File: config.mk
export PLATFORM = sky130hd
export DESIGN_NAME = hcu_stall_ctrl_flat
export DESIGN_NICKNAME = d
export VERILOG_FILES = /design/src/rtl/hcu_stall_ctrl_if.sv /design/src/rtl/hcu_stall_ctrl.sv /design/src/flat_wrapper.sv
export SDC_FILE = /design/constraint.sdc
export NUM_CORES = 1
export LEC_CHECK = 0
export CAP_MARGIN = 20
export CORE_ASPECT_RATIO = 0.5
export CORE_MARGIN = 5
export CORE_UTILIZATION = 43
export DETAILED_ROUTE_END_ITERATION = 12
export PLACE_DENSITY = 0.8
export REMOVE_ABC_BUFFERS = 1
export SLEW_MARGIN = 10
export SYNTH_ARGS = -nofsm -noshare
export SYNTH_HDL_FRONTEND = slang
export SYNTH_SLANG_ARGS = --single-unit
File: constraint.sdc
create_clock -name clk -period 4.6 [get_ports clk]
set_input_delay 1.38 -clock clk [delete_from_list [all_inputs] [get_ports clk]]
set_output_delay 1.38 -clock clk [all_outputs]
set_load 0.05 [all_outputs]
File: src/rtl/hcu_stall_ctrl_if.sv
// Signal bundle between the pipeline control path and the hazard/stall controller.
// The master side is the pipeline (drives hazard inputs), the slave side is the controller.
interface hcu_stall_ctrl_if;
  logic       req;
  logic [4:0] D_rs;
  logic [4:0] D_rt;
  logic [1:0] D_Tuse_rs;
  logic [1:0] D_Tuse_rt;
  logic [4:0] E_dst;
  logic [4:0] M_dst;
  logic [1:0] E_Tnew;
  logic [1:0] M_Tnew;
  logic       D_uses_md;
  logic       E_md_start;
  logic       E_md_is_div;

  logic        HCU_EN_PC;
  logic        HCU_EN_FD;
  logic        HCU_clr_DE;
  logic        md_start;
  logic        md_busy;
  logic [3:0]  md_cnt;
  logic [15:0] stall_cnt;

  modport master (
    output req, D_rs, D_rt, D_Tuse_rs, D_Tuse_rt, E_dst, M_dst, E_Tnew, M_Tnew,
           D_uses_md, E_md_start, E_md_is_div,
    input  HCU_EN_PC, HCU_EN_FD, HCU_clr_DE, md_start, md_busy, md_cnt, stall_cnt
  );

  modport slave (
    input  req, D_rs, D_rt, D_Tuse_rs, D_Tuse_rt, E_dst, M_dst, E_Tnew, M_Tnew,
           D_uses_md, E_md_start, E_md_is_div,
    output HCU_EN_PC, HCU_EN_FD, HCU_clr_DE, md_start, md_busy, md_cnt, stall_cnt
  );
endinterface

File: src/rtl/hcu_stall_ctrl.sv
// Hazard/stall controller: register and MDU hazard detection, MDU busy countdown,
// pipeline enable/clear generation and a saturating stall-cycle counter.
module hcu_stall_ctrl #(
  parameter int unsigned MULT_CYCLES = 5,
  parameter int unsigned DIV_CYCLES  = 10
) (
  input  logic             clk,
  input  logic             reset,
  hcu_stall_ctrl_if.slave  bus
);

  localparam logic [3:0]  MultLoad = 4'(MULT_CYCLES);
  localparam logic [3:0]  DivLoad  = 4'(DIV_CYCLES);
  localparam logic [15:0] StallMax = 16'hFFFF;

  typedef enum logic [0:0] {StIdle, StBusy} md_state_e;

  md_state_e   state_q, state_d;
  logic [3:0]  cnt_q, cnt_d;
  logic [15:0] stall_cnt_q, stall_cnt_d;

  logic haz_rs, haz_rt, haz_md;
  logic stall;
  logic md_busy;
  logic md_start;

  // A source conflicts with a producer when it names the same non-zero register
  // and is needed before the producer's result becomes available.
  function automatic logic src_hazard(input logic [4:0] src,
                                      input logic [1:0] tuse,
                                      input logic [4:0] e_dst,
                                      input logic [1:0] e_tnew,
                                      input logic [4:0] m_dst,
                                      input logic [1:0] m_tnew);
    logic e_hit, m_hit;
    e_hit = (src == e_dst) && (tuse < e_tnew);
    m_hit = (src == m_dst) && (tuse < m_tnew);
    return (src != 5'd0) && (e_hit || m_hit);
  endfunction

  assign md_busy = (state_q == StBusy);

  always_comb begin
    haz_rs   = src_hazard(bus.D_rs, bus.D_Tuse_rs, bus.E_dst, bus.E_Tnew,
                          bus.M_dst, bus.M_Tnew);
    haz_rt   = src_hazard(bus.D_rt, bus.D_Tuse_rt, bus.E_dst, bus.E_Tnew,
                          bus.M_dst, bus.M_Tnew);
    haz_md   = bus.D_uses_md && (bus.E_md_start || md_busy);
    stall    = !bus.req && (haz_rs || haz_rt || haz_md);
    md_start = bus.E_md_start && !bus.req && !md_busy;
  end

  // MDU countdown. A start seen while busy is ignored; req never aborts a countdown.
  always_comb begin
    state_d = state_q;
    cnt_d   = cnt_q;
    unique case (state_q)
      StIdle: begin
        if (md_start) begin
          cnt_d   = bus.E_md_is_div ? DivLoad : MultLoad;
          state_d = StBusy;
        end
      end
      StBusy: begin
        if (cnt_q <= 4'd1) begin
          cnt_d   = 4'd0;
          state_d = StIdle;
        end else begin
          cnt_d = cnt_q - 4'd1;
        end
      end
      default: begin
        cnt_d   = 4'd0;
        state_d = StIdle;
      end
    endcase
  end

  always_comb begin
    stall_cnt_d = stall_cnt_q;
    if (stall && (stall_cnt_q != StallMax)) begin
      stall_cnt_d = stall_cnt_q + 16'd1;
    end
  end

  always_ff @(posedge clk or negedge reset) begin
    if (!reset) begin
      state_q     <= StIdle;
      cnt_q       <= 4'd0;
      stall_cnt_q <= 16'd0;
    end else begin
      state_q     <= state_d;
      cnt_q       <= cnt_d;
      stall_cnt_q <= stall_cnt_d;
    end
  end

  assign bus.HCU_EN_PC  = !stall;
  assign bus.HCU_EN_FD  = !stall;
  assign bus.HCU_clr_DE = stall;
  assign bus.md_start   = md_start;
  assign bus.md_busy    = md_busy;
  assign bus.md_cnt     = cnt_q;
  assign bus.stall_cnt  = stall_cnt_q;

endmodule

File: src/flat_wrapper.sv
// flat-port wrapper written by rule: the top's interface ports become plain ports
module hcu_stall_ctrl_flat 
#(
  parameter int unsigned MULT_CYCLES = 5,
  parameter int unsigned DIV_CYCLES  = 10
)
  (clk, reset, bus_req, bus_D_rs, bus_D_rt, bus_D_Tuse_rs, bus_D_Tuse_rt, bus_E_dst, bus_M_dst, bus_E_Tnew, bus_M_Tnew, bus_D_uses_md, bus_E_md_start, bus_E_md_is_div, bus_HCU_EN_PC, bus_HCU_EN_FD, bus_HCU_clr_DE, bus_md_start, bus_md_busy, bus_md_cnt, bus_stall_cnt);
  hcu_stall_ctrl_if bus_i ();
  input  logic clk;
  input  logic reset;
  input wire logic [$bits(bus_i.req)-1:0] bus_req;
  input wire logic [$bits(bus_i.D_rs)-1:0] bus_D_rs;
  input wire logic [$bits(bus_i.D_rt)-1:0] bus_D_rt;
  input wire logic [$bits(bus_i.D_Tuse_rs)-1:0] bus_D_Tuse_rs;
  input wire logic [$bits(bus_i.D_Tuse_rt)-1:0] bus_D_Tuse_rt;
  input wire logic [$bits(bus_i.E_dst)-1:0] bus_E_dst;
  input wire logic [$bits(bus_i.M_dst)-1:0] bus_M_dst;
  input wire logic [$bits(bus_i.E_Tnew)-1:0] bus_E_Tnew;
  input wire logic [$bits(bus_i.M_Tnew)-1:0] bus_M_Tnew;
  input wire logic [$bits(bus_i.D_uses_md)-1:0] bus_D_uses_md;
  input wire logic [$bits(bus_i.E_md_start)-1:0] bus_E_md_start;
  input wire logic [$bits(bus_i.E_md_is_div)-1:0] bus_E_md_is_div;
  output wire logic [$bits(bus_i.HCU_EN_PC)-1:0] bus_HCU_EN_PC;
  output wire logic [$bits(bus_i.HCU_EN_FD)-1:0] bus_HCU_EN_FD;
  output wire logic [$bits(bus_i.HCU_clr_DE)-1:0] bus_HCU_clr_DE;
  output wire logic [$bits(bus_i.md_start)-1:0] bus_md_start;
  output wire logic [$bits(bus_i.md_busy)-1:0] bus_md_busy;
  output wire logic [$bits(bus_i.md_cnt)-1:0] bus_md_cnt;
  output wire logic [$bits(bus_i.stall_cnt)-1:0] bus_stall_cnt;
  assign bus_i.req = bus_req;
  assign bus_i.D_rs = bus_D_rs;
  assign bus_i.D_rt = bus_D_rt;
  assign bus_i.D_Tuse_rs = bus_D_Tuse_rs;
  assign bus_i.D_Tuse_rt = bus_D_Tuse_rt;
  assign bus_i.E_dst = bus_E_dst;
  assign bus_i.M_dst = bus_M_dst;
  assign bus_i.E_Tnew = bus_E_Tnew;
  assign bus_i.M_Tnew = bus_M_Tnew;
  assign bus_i.D_uses_md = bus_D_uses_md;
  assign bus_i.E_md_start = bus_E_md_start;
  assign bus_i.E_md_is_div = bus_E_md_is_div;
  assign bus_HCU_EN_PC = bus_i.HCU_EN_PC;
  assign bus_HCU_EN_FD = bus_i.HCU_EN_FD;
  assign bus_HCU_clr_DE = bus_i.HCU_clr_DE;
  assign bus_md_start = bus_i.md_start;
  assign bus_md_busy = bus_i.md_busy;
  assign bus_md_cnt = bus_i.md_cnt;
  assign bus_stall_cnt = bus_i.stall_cnt;
  hcu_stall_ctrl #(.MULT_CYCLES(MULT_CYCLES), .DIV_CYCLES(DIV_CYCLES)) u_core (.clk(clk), .reset(reset), .bus(bus_i));
endmodule
==> metrics.md, run 1 <==
| Metric | Value |
|---|---|
| Reg-to-reg slack, setup | `2.46 ns` |
| F_max | `0.222 GHz` |
| Final net count | `270` |
| Die area | `4750 µm²` |
| Hold Fails Final Rpt | `0` |
| Max Root-Sink Buffers | `2` |
| Most common cell after layout, fill and taps aside | `clkdlybuf4s50_1` |
| Critical path class | `in -> out` |
| Run status | `complete, no violations` |
| Required @ worst endpoint | `3.22 ns` |
| Leakage power | `1.14 nW` |
| Core Region | `3360 µm²` |
| CTS tree | `yes` |
| Met1 Wirelength | `1.67 mm` |
| Most frequent cells in the layout | `clkdlybuf4s50_1 (39), xor2_1 (21), dfrtp_1 (21)` |
| CTS sink cnt | `21` |
| Setup-failing EPs final | `0` |
| Cell chain of the critical path | `clkdlybuf4s50_1, xor2_1, a2111oi_4, nand4_1, a221oi_2, nor3_2, inv_1, buf_12` |
| Chip width | `92.6 µm` |
| Post-synth top area share | `35.9%` |
| Hold Path Class | `reg -> reg` |
| Uppermost layer routed | `met4` |
| Min-delay src | `u_core.bus.stall_cnt[9]$_DFFE_PN0P_` |
| Num CTS Buffers | `3` |
| Tmin final | `4.50 ns` |
| Finished Cell Area | `2380 µm²` |
| Fin Setup TNS | `0 ns` |
| Post-CTS Hold Fix Bufs | `0` |
| Top Family by Delay on Critical Path | `buffers and inverters` |
| First-pass GRT wire length | `6.53 mm` |
| CTS root buf | `clkbuf_8` |
| Routed vias/inst | `5.00` |
| DP Wirelength | `3.06 mm` |
| IO buf count | `58` |
| Setup crit end kind | `output port` |
| Hold Path Stages | `1` |
| DRC viols | `0` |
| YS warnings | `0` |
| Worst skew pair latency | `0.26 ns` |
| Slew @ Worst Pin | `0.702 ns` |
| CP max stage delay | `0.45 ns` |
| Reg-to-Reg Start | `u_core.bus.stall_cnt[0]$_DFFE_PN0P_` |
| Clk_skew | `0.00406 ns` |
| Initial antenna violation count | `0` |
| Ant. Diodes | `0` |
| Worst Hold End | `u_core.bus.stall_cnt[9]$_DFFE_PN0P_` |
| Area occupied by multi-input gates | `982 µm²` |
| Worst path slowest cell | `clkdlybuf4s50_1` |
| Critical Path AT | `3.12 ns` |
| Fillers | `245` |
| Reg-to-reg endpoint | `u_core.bus.stall_cnt[1]$_DFFE_PN0P_` |
| Reg clk slew, reported paths | `0.07 ns` |
| Synthesized area | `1470 µm²` |
| 1st-pass router iterations | `4` |
| Ports | `59` |
| Met2 WL post-DR | `2.18 mm` |
| Final Max Tran Viols | `0` |
| RD Place Congestion | `0.824` |
| WP buf/inv | `3` |
| Grt ovf | `0` |
| Via Count | `1351` |
| Routed WL | `4.09 mm` |
| MaxCap Viol Count | `0` |
| Post-synthesis cell count | `154` |
| Initial Util | `43.6%` |
| Area Overhead vs Synth | `62.2%` |
| DRT iter0 DRCs | `37` |
| Pwr dens | `398 nW/µm²` |
| Area taken by flip-flops and latches | `526 µm²` |
| DIE HEIGHT | `51.3 µm` |
| Placed inst area | `2160 µm²` |
| Area leader, netlist | `dfrtp_1` |
| Synth cell types | `34` |
| Maximum VDD drop | `0.321 mV` |
| Largest net degree at the start of global routing | `22` |
| FP Rows | `15` |
| Vias in the first global route | `1394` |
| CP Launch Type | `input pin` |
| R2R cell count | `6` |
| Layout cells sized above 1 | `18.4%` |
| Crit share post-route | `97.8%` |
| Area contributors post-synth | `dfrtp_1 (36%), xor2_1 (14%), xnor2_1 (7.2%)` |
| Mean Syn Cell Area | `9.51 µm²` |
| Gr usage total | `17.1%` |
| WL met3 | `195 µm` |
| Synthesis-stage register bit count | `21` |
| Avg WL per Cell | `15.1 µm` |
| Worst slew margin relative to its limit | `52.8%` |
| # H-tree levels | `1` |
| Post-synthesis sequential area ratio | `35.9%` |
| Critical path peak fanout | `4` |
| Final ANT Viol Nets | `0` |
[stage by stage]
| step | instances | utilization [%] | setup WS [ns] | hold slack (ns) | power [mW] |
|---|---|---|---|---|---|
| 6_report | 270 | 70.7 | 0.0997 | 0.496 | 0.945 |
| 5_1_grt | 270 | 70.7 | -0.00714 | 0.531 | 1.01 |
| 4_1_cts | 268 | 67.2 | 0.00109 | 0.501 | 0.944 |
| 3_5_place_dp | 262 | 64.4 | -0.216 | 0.487 | 0.817 |
| 3_3_place_gp | 262 | 64.4 | -0.161 | 0.472 | 0.803 |
| 2_1_floorplan | 150 | - | -0.681 | 0.790 | 0.619 |
[logic make-up after synthesis]
family	Yosys count	share of synthesized area (%)
flip-flops	21	35.9
XOR/XNOR	35	20.9
multiplexers	1	1.02
adder cells (fa/ha/maj)	7	5.98
AO/OA/AOI/OAI	19	9.91
buffers and inverters	13	4.10
AND/OR/NAND/NOR	58	22.2
[synth_stat cells]
master	n
nor3_1	6
nor2_1	14
o31a_1	1
nor2b_1	2
nand3_1	5
nor4b_2	1
clkbuf_1	2
ha_1	7
nor3_2	2
o21ai_0	6
buf_6	1
o32a_1	1
nand2b_1	6
o31ai_2	1
a21oi_1	3
a2111oi_1	1
or4_1	1
nand2_1	8
nand4_1	6
a2111oi_0	1
nor4_1	2
and3_1	2
inv_1	9
nor3_4	1
mux2_4	1
buf_4	1
a221oi_2	2
o31ai_1	1
dfrtp_1	21
xnor2_1	12
nor3b_1	1
o22ai_1	2
and4_1	1
xor2_1	23
[how the worst max path moves through the flow]
stage | startpoint | to | depth (start not counted)
2_1_floorplan | bus_E_Tnew[1] | bus_HCU_clr_DE | 7
3_3_place_gp | bus_E_Tnew[1] | bus_HCU_clr_DE | 9
3_5_place_dp | bus_E_Tnew[1] | bus_HCU_clr_DE | 9
4_1_cts | bus_D_rt[4] | bus_HCU_clr_DE | 8
5_1_grt | bus_E_Tnew[0] | bus_HCU_clr_DE | 8
6_report | bus_M_dst[3] | bus_HCU_clr_DE | 8
[flip-flops by register name, summed over array words and instances (netlist names)]
signal and flops:
u_core.bus.md_cnt 4, u_core.bus.md_busy 1, u_core.bus.stall_cnt 16
[layout make-up]
| type | count | share of cell area [%] |
|---|---|---|
| multi-input combinational | 120 | 41.3 |
| timing repair buffer | 74 | 31.0 |
| sequential | 21 | 22.1 |
| tap | 42 | 2.21 |
| clock buffer | 4 | 1.90 |
| inverter | 9 | 1.42 |
[per-layer routing]
layer / global-route usage, % / vias up
met4: 2.96 / 0
met1: 19.9 / 632
li1: - / 681
met5: 0 / -
met3: 3.68 / 4
met2: 33.1 / 34
[where the power goes]
group | switching, mW | internal [mW]
Clock | 0.0552 | 0.0616
Sequential | 0.0597 | 0.232
Combinational | 0.328 | 0.208
[repair_timing]
item,in CTS,in global routing
setup endpoints to repair,3,3
cloned,0,0
endpoints found under the hold margin,0,0
pin swaps,9,11
gates resized for setup,9,21
buffers inserted,2,1
(Power assumes the default switching activity.)
==> run 2, diff against run 1 <==
Settings changed: MAX_ROUTING_LAYER set to met4, RECOVER_POWER set to 50.
==> metrics.md, run 2 (same netlist as run 1, synthesis figures left out) <==
| Metric | Value |
|---|---|
| Num CTS Buffers | `3 (unchanged)` |
| Hold Fails Final Rpt | `0 (unchanged)` |
| Sequential share of power | `31.1% (+0.2 points)` |
| CP Depth | `8 (unchanged)` |
| Largest register FFs | `16 (unchanged)` |
| Tmin final | `4.49 ns (-0.00961 ns)` |
| MaxCap Viol Count | `0 (unchanged)` |
| Clk pwr share | `12.7% (+0.3 points)` |
| CTS sink cnt | `21 (unchanged)` |
| DRT iter0 DRCs | `35 (-5.4%)` |
| Combinational fraction of design power | `56.2% (-0.6 points)` |
| Reg-to-reg slack, setup | `2.46 ns (about the same)` |
| Via Count | `1381 (+2.2%)` |
| Critical path peak fanout | `4 (unchanged)` |
| Worst slew margin relative to its limit | `38.3% (-14 points)` |
| Fillers | `242 (-1.2%)` |
| Reg-to-Reg Start | `u_core.bus.stall_cnt[0]$_DFFE_PN0P_` |
| # H-tree levels | `1 (unchanged)` |
| Maximum VDD drop | `0.387 mV (+21%)` |
| Max Root-Sink Buffers | `2 (unchanged)` |
| Setup crit end | `bus_HCU_clr_DE` |
| Top Family by Delay on Critical Path | `buffers and inverters` |
| First-pass GRT wire length | `6.39 mm (-2.1%)` |
| Final Max Tran Viols | `0 (unchanged)` |
| IO buf count | `58 (unchanged)` |
| F_max | `0.223 GHz (+0.21%)` |
| CTS tree | `yes` |
| Reg-to-reg endpoint | `u_core.bus.stall_cnt[1]$_DFFE_PN0P_` |
| DP Wirelength | `3.09 mm (+1.0%)` |
| Final ANT Viol Nets | `0 (unchanged)` |
| Vias in the first global route | `1393 (-0.072%)` |
| RSZ-0062 raised after global routing | `no` |
| Core Region | `3360 µm² (unchanged)` |
| Post-CTS Hold Fix Bufs | `0 (unchanged)` |
| Chip width | `92.6 µm (unchanged)` |
| Clk_skew | `0.00512 ns (+0.00107 ns)` |
| RD Place Congestion | `0.853 (+3.6%)` |
| Routed WL | `4.08 mm (-0.22%)` |
| Switching Share | `47.2% (+0.33 points)` |
| Pwr Total | `0.938 mW (-0.73%)` |
| Initial antenna violation count | `0 (unchanged)` |
| Ports | `59 (unchanged)` |
| FP Rows | `15 (unchanged)` |
| Worst skew pair latency | `0.26 ns (about the same)` |
| Layout cells sized above 1 | `18.0% (-0.44 points)` |
| Ant. Diodes | `0 (unchanged)` |
| WP buf/inv | `3 (unchanged)` |
| Reg clk slew, reported paths | `0.07 ns (about the same)` |
| Setup crit end kind | `output port` |
| Cell chain of the critical path | `clkdlybuf4s50_1, nand2b_4, a2111oi_4, nand4_1, a221oi_2, nor3_2, inv_1, buf_12` |
| Avg WL per Cell | `15.1 µm (-0.22%)` |
| Required @ worst endpoint | `3.22 ns (about the same)` |
| Most frequent cells in the layout | `clkdlybuf4s50_1 (29), xor2_1 (23), dfrtp_1 (21)` |
| Hold Path Class | `reg -> reg` |
| Finished Core Util | `70.1% (-0.67 points)` |
| Placed inst area | `2170 µm² (+0.35%)` |
| DIE HEIGHT | `51.3 µm (unchanged)` |
| Die area | `4750 µm² (unchanged)` |
| Routed vias/inst | `5.11 (+2.2%)` |
| Critical path class | `in -> out` |
| Leakage power | `1.15 nW (+1.1%)` |
| Crit share post-route | `97.6% (-0.21 points)` |
| Largest net degree at the start of global routing | `22 (unchanged)` |
| 1st-pass router iterations | `4 (unchanged)` |
| Slew @ Worst Pin | `0.922 ns (+0.220 ns)` |
| Final net count | `270 (unchanged)` |
| DRC viols | `0 (unchanged)` |
| Most common cell after layout, fill and taps aside | `clkdlybuf4s50_1` |
| Run status | `complete, no violations` |
| Grt ovf | `0 (unchanged)` |
| CP max stage delay | `0.53 ns (+0.08 ns)` |
| Fin Setup TNS | `0 ns (unchanged)` |
| Gr usage total | `17.3% (+0.18 points)` |
| Pwr dens | `399 nW/µm² (+0.22%)` |
| CP Launch Type | `input pin` |
| Worst path slowest cell | `clkdlybuf4s50_1` |
| R2R cell count | `6 (unchanged)` |
| Net Sw Power | `0.443 mW (about the same)` |
| CP Launch Point | `bus_M_Tnew[0]` |
| Area Overhead vs Synth | `60.6%` |
| Critical Path AT | `3.11 ns (about the same)` |
| Internal power | `0.495 mW (-1.4%)` |
| Setup-failing EPs final | `0 (unchanged)` |
| Finished Cell Area | `2350 µm² (-0.95%)` |
| Initial Util | `43.6% (unchanged)` |
| CTS root buf | `clkbuf_8` |
## run 2: what timing repair did
action	in CTS	in global routing
endpoints found under the setup margin	3	3
resized for setup	8	22
pin swaps	10	13
endpoints found under the hold margin	0	0
buffers inserted	3	0
## run 2: layout make-up
type	count	area, µm²	share of cell area [%]
sequential	21	526	22.3
inverter	9	33.8	1.44
timing repair buffer	74	728	30.9
multi-input combinational	120	968	41.1
clock buffer	4	45.0	1.91
tap	42	52.6	2.23
## run 2: worst min-delay path by stage
stage,startpoint,endpoint,slack [ns],depth (start not counted)
after floorplan,u_core.bus.stall_cnt[9]$_DFFE_PN0P_,u_core.bus.stall_cnt[9]$_DFFE_PN0P_,0.79,1
after global placement,u_core.bus.stall_cnt[9]$_DFFE_PN0P_,u_core.bus.stall_cnt[9]$_DFFE_PN0P_,0.47,1
after detailed placement,u_core.bus.stall_cnt[9]$_DFFE_PN0P_,u_core.bus.stall_cnt[9]$_DFFE_PN0P_,0.48,1
after CTS,u_core.bus.stall_cnt[9]$_DFFE_PN0P_,u_core.bus.stall_cnt[9]$_DFFE_PN0P_,0.49,1
after global routing,u_core.bus.stall_cnt[15]$_DFFE_PN0P_,u_core.bus.stall_cnt[15]$_DFFE_PN0P_,0.50,1
final,u_core.bus.stall_cnt[9]$_DFFE_PN0P_,u_core.bus.stall_cnt[9]$_DFFE_PN0P_,0.49,1
## run 2: worst reg2reg max path, delay by kind of cell (launching register included)
family	cells	cell delay (ns)
flip-flops	1	0.45
AO/OA/AOI/OAI	1	0.08
adder cells (fa/ha/maj)	1	0.20
AND/OR/NAND/NOR	2	0.73
multiplexers	1	0.32
buffers and inverters	1	0.26
## run 2: routing by layer
layer,GRT usage (%),vias up,wire [µm]
li1,-,683,-
met1,19.4,663,1720
met4,3.69,0,45
met3,3.53,4,143
met2,32.5,31,2160
met5,-,-,0
## run 2: power by group through the flow
stage,logic [mW],clock network [mW],registers [mW]
4_1_cts,0.526,0.121,0.291
3_3_place_gp,0.512,0,0.292
6_report,0.527,0.120,0.292
2_1_floorplan,0.172,0,0.447
5_1_grt,0.567,0.130,0.302
3_5_place_dp,0.519,0,0.295
## run 2: stage by stage
| step | setup WS (ns) | hold WS [ns] | instances |
|---|---|---|---|
| floorplan | -0.681 | 0.790 | 150 |
| global placement | -0.157 | 0.472 | 263 |
| detailed placement | -0.185 | 0.476 | 263 |
| CTS | 0.00132 | 0.490 | 270 |
| global route | 0.000709 | 0.504 | 270 |
| finish | 0.109 | 0.492 | 270 |
==> run 3, diff against run 2 <==
Settings changed: HOLD_SLACK_MARGIN set to 0.05.
==> results of run 3 <==
The final DEF is identical to that of run 2; final timing and power are the same.
